### src/rtl/tbpm_traceback.sv
// Traceback path memory for the Viterbi decoder: stores TB_DEPTH decision vectors,
// then walks the survivor path back from best_state, emitting one decoded bit per step.
module tbpm_traceback #(
  parameter  int M          = 2,
  parameter  int TB_DEPTH   = 8,
  localparam int NUM_STATES = 2**M,
  localparam int CW         = $clog2(TB_DEPTH + 1)
) (
  input  logic                  clk,
  input  logic                  rst,
  input  logic                  in_valid,
  output logic                  in_ready,
  input  logic [NUM_STATES-1:0] dec_vec,
  input  logic [M-1:0]          best_state,
  output logic                  out_valid,
  input  logic                  out_ready,
  output logic                  out_bit,
  output logic                  out_last,
  output logic [CW-1:0]         fill_cnt,
  output logic                  busy
);

  localparam int PW = $clog2(TB_DEPTH);

  typedef enum logic {FILL, TRACE} state_e;

  state_e                state, state_nxt;
  logic [NUM_STATES-1:0] mem [TB_DEPTH];
  logic [PW-1:0]         rd_ptr;
  logic [M-1:0]          cur_state;
  logic                  accept;
  logic                  last_vec;
  logic                  advance;

  always_ff @(posedge clk) begin
    if (rst) state <= FILL;
    else     state <= state_nxt;
  end

  always_comb begin
    state_nxt = state;
    in_ready  = 1'b0;
    out_valid = 1'b0;
    busy      = 1'b0;
    out_bit   = 1'b0;
    out_last  = 1'b0;
    accept    = 1'b0;
    last_vec  = 1'b0;
    advance   = 1'b0;
    case (state)
      FILL: begin
        in_ready = 1'b1;
        accept   = in_valid;
        last_vec = in_valid && (fill_cnt == CW'(TB_DEPTH - 1));
        if (last_vec) state_nxt = TRACE;
      end
      TRACE: begin
        busy      = 1'b1;
        out_valid = 1'b1;
        out_bit   = cur_state[M-1];
        out_last  = (rd_ptr == '0);
        advance   = out_ready;
        if (out_ready && out_last) state_nxt = FILL;
      end
      default: state_nxt = FILL;
    endcase
  end

  // Memory is deliberately left out of reset; a new block overwrites every column.
  always_ff @(posedge clk) begin
    if (accept) mem[fill_cnt[PW-1:0]] <= dec_vec;
  end

  always_ff @(posedge clk) begin
    if (rst) begin
      fill_cnt  <= '0;
      rd_ptr    <= '0;
      cur_state <= '0;
    end else begin
      if (accept) fill_cnt <= fill_cnt + CW'(1);
      if (last_vec) begin
        cur_state <= best_state;
        rd_ptr    <= PW'(TB_DEPTH - 1);
      end
      if (advance) begin
        cur_state <= {cur_state[M-2:0], mem[rd_ptr][cur_state]};
        // Pointer stops at 0; the block ends on that handshake instead of wrapping.
        if (out_last) fill_cnt <= '0;
        else          rd_ptr   <= rd_ptr - PW'(1);
      end
    end
  end

endmodule
### config.mk
export PLATFORM = sky130hd
export DESIGN_NAME = tbpm_traceback
export DESIGN_NICKNAME = d
export VERILOG_FILES = /design/src/rtl/tbpm_traceback.sv
export SDC_FILE = /design/constraint.sdc
export NUM_CORES = 1
export LEC_CHECK = 0
export ABC_AREA = 1
export BUFFER_PORTS_ARGS = -buffer_cell sky130_fd_sc_hd__clkbuf_2
export CAP_MARGIN = 20
export CORE_UTILIZATION = 57
export DETAILED_ROUTE_END_ITERATION = 7
export GPL_TIMING_DRIVEN = 0
export PLACE_DENSITY = 0.74
export SLEW_MARGIN = 10
export SYNTH_ARGS = -nofsm -noshare
export SYNTH_HDL_FRONTEND = slang
export SYNTH_SLANG_ARGS = --single-unit
### constraint.sdc
create_clock -name clk -period 2.1 [get_ports clk]
set_clock_uncertainty 0.05 [all_clocks]
set_input_delay 0.21 -clock clk [delete_from_list [all_inputs] [get_ports clk]]
set_output_delay 0.21 -clock clk [all_outputs]
set_load 0.01 [all_outputs]
==> flow_metrics.py <==
metrics = {
    "worst_setup_path": {
        "critPathKind": "flop to output port",
        "cp-startpoint": "rd_ptr[0]",
        "r2r-start": "rd_ptr[0]",
        "cp_data_required_time_ns": 1.84,
        "worst_setup_path_end_kind": "output port",
        "critPathArrivalTime_ns": 1.53,
        "worstSetupStartpointType": "flop",
        "path_max_fanout": 11,
    },
    "power_and_ir_drop": {
        "power_density_nw_per_um2": 648,
        "cellLeakagePower_uw": 0.000842,
        "ir_drop_mv": 0.534,
        "power_uw": 1370,
    },
    "clocking": {
        "clock_sinks": 42,
        "htreeDepth": 2,
        "tritoncts": "yes",
        "post_cts_buffers": 0,
        "clk_pin_slew_ns": 0.12,
        "clkLatencyLatePin_ns": 0.34,
        "cts_buffers": 5,
        "root_buffer": "clkbuf_4",
        "clockBufferDepth": 2,
    },
    "placed_design": {
        "hpwl_um": 2640,
        "gp_congestion": 0.791,
        "io_buffers": 18,
    },
    "logic_synthesis": {
        "synth_compound_area_share_pct": 4.73,
        "synthMuxAreaShare_pct": 0,
        "syn_nets": 197,
        "synthCells": 184,
        "synthDistinctLibCells": 25,
        "yosys.area_share.xor_xnor_pct": 0.460,
        "synth_fa_ha_area_share_pct": 1.97,
        "synth_top_cell_area_share_pct": 50.5,
        "avgSynthCellArea_um2": 10.3,
        "yosysWarnings": 0,
        "synth-simple-area-share_pct": 25.0,
        "synth_top_cells_by_area": "edfxtp_1 (50%), dfxtp_1 (11%), nand2_1 (10%)",
        "syn_area_um2": 1900,
        "synth_top_area_cell": "edfxtp_1",
        "synth_seq_area_share_pct": 61.0,
        "synth_top_family_by_area": "simple AND/OR/NAND/NOR gates",
        "ys_ff_latch": 42,
    },
    "global_routing": {
        "grt_pass1_vias": 1299,
        "grt_max_degree": 14,
        "grt_usage_pct": 23.9,
        "grt_pass1_wl_um": 5890,
        "antenna_found_initial": 0,
        "grt_overflow_total": 0,
    },
    "sta": {
        "hold_violations": 0,
        "tightest_slew_ns": 0.616,
        "rsz0062_at_grt": "false",
        "fmax_mhz": 559,
        "setup_viol": 0,
        "layout_min_cycle_time_ns": 1.79,
        "setup_tns_ns": 0,
        "slew_headroom_pct": 58.5,
        "finalCritPeriodShare_pct": 85.1,
        "final-max-slew-violation-count": 0,
    },
    "die": {
        "core_area_um2": 3100,
        "initial_core_util_pct": 61.3,
        "die_h_um": 59.8,
        "rows": 20,
        "dieArea_um2": 3570,
        "io_pins": 19,
        "die_x_um": 59.8,
    },
    "route": {
        "ant_nets": 0,
        "via_count": 1342,
        "via_per_inst": 5.26,
        "drtPass1Iterations": 4,
        "drtIter0Drc": 94,
        "wl_per_cell_um": 14.0,
        "drc": 0,
        "wl_um": 3560,
    },
    "min_path": {
        "hold_path.class": "input port to flop",
        "min-delay-start": "best_state[1]",
    },
    "finish": {
        "final_cell_mix": "nand2_1 (51), edfxtp_1 (32), nand3_1 (22), clkbuf_2 (18)",
        "drive_gt1_share_pct": 26.1,
        "final_nets": 223,
        "areaGrowthSynthToFinish_pct": 11.0,
        "antennaDiodeCount": 0,
        "final_common_cell": "nand2_1",
    },
    "run": {
        "max_cap_viol_count": 0,
    },
    "run_status": {
        "outcome": "finished, final reports clean",
    },
}
## cell type report
cell class / count / area (um^2)
fill: 259 / 990
buffer: 5 / 61.3
multi-input combinational: 121 / 613
timing repair buffer: 19 / 100
inverter: 16 / 67.6
clock inverter: 2 / 13.8
clock buffer: 6 / 41.3
tap: 44 / 55.1
sequential: 42 / 1160
## power breakdown
part / switching [uW] / internal, uW
logic: 42.9 / 23.4
clock network: 256 / 132
registers: 6.91 / 907
## through the flow
| stage | area [um^2] | setup WS [ns] | hold slack, ns | utilization, % | instances |
|---|---|---|---|---|---|
| floorplan | 1900 | 0.581 | 0.222 | - | 184 |
| global placement | 2050 | 0.446 | 0.379 | 66.0 | 246 |
| detailed placement | 2050 | 0.404 | 0.377 | 66.0 | 246 |
| CTS | 2110 | 0.319 | 0.0555 | 68.1 | 255 |
| global route | 2110 | 0.208 | 0.0488 | 68.1 | 255 |
| finish | 2110 | 0.312 | 0.0578 | 68.1 | 255 |
## Yosys cell counts (all sizes together)
master	count
a31oi	2
nand3b	1
nor3	1
nor3b	1
o21ai	7
dfxtp	10
inv	16
xor2	1
nand3	27
buf	5
nand2	60
edfxtp	32
a221oi	1
a21oi	6
nor2	10
ha	3
or2	1
## final timing paths
path              slack [ns]           end  cells past startpoint
setup / recovery        0.31      out_last                      7
hold / removal          0.06  cur_state[1]                      3
setup reg to reg        0.35   fill_cnt[2]                      7
hold reg to reg         0.45   fill_cnt[3]                      2
## logic make-up (layout without fill, tap and decap cells)
kind of cell,Yosys count,in the layout
flip-flops,42,42
adder cells (fa/ha/maj),3,3
AO/OA/AOI/OAI,16,16
AND/OR/NAND/NOR,101,101
buffers and inverters,21,48
XOR/XNOR,1,1
## metal layers
metal / track usage, % / vias up / wire, um
li1: - / 680 / -
met1: 29.4 / 638 / 1560
met2: 38.9 / 20 / 1830
met3: 7.79 / 4 / 116
met4: 9.63 / 0 / 57
met5: 0 / - / 0
## state kept, by name, indices dropped and copies added, names as in the netlist
signal and count:
fill_cnt 4, state 1, cur_state 2, mem 32, rd_ptr 3
## critical path, stage by stage, from the launching register on
cell      delay, ns
dfxtp_1        0.33
buf_6          0.14
inv_8          0.08
buf_12         0.14
ha_1           0.17
nand2_1        0.08
nor2_1         0.10
clkbuf_2       0.14
## what timing repair did
action / CTS / global route
endpoints found under the setup margin: 0 / 0
gates resized for setup: 0 / 0
endpoints found under the hold margin: 1 / 0
hold buffers: 1 / 0
(Power assumes the default switching activity.)
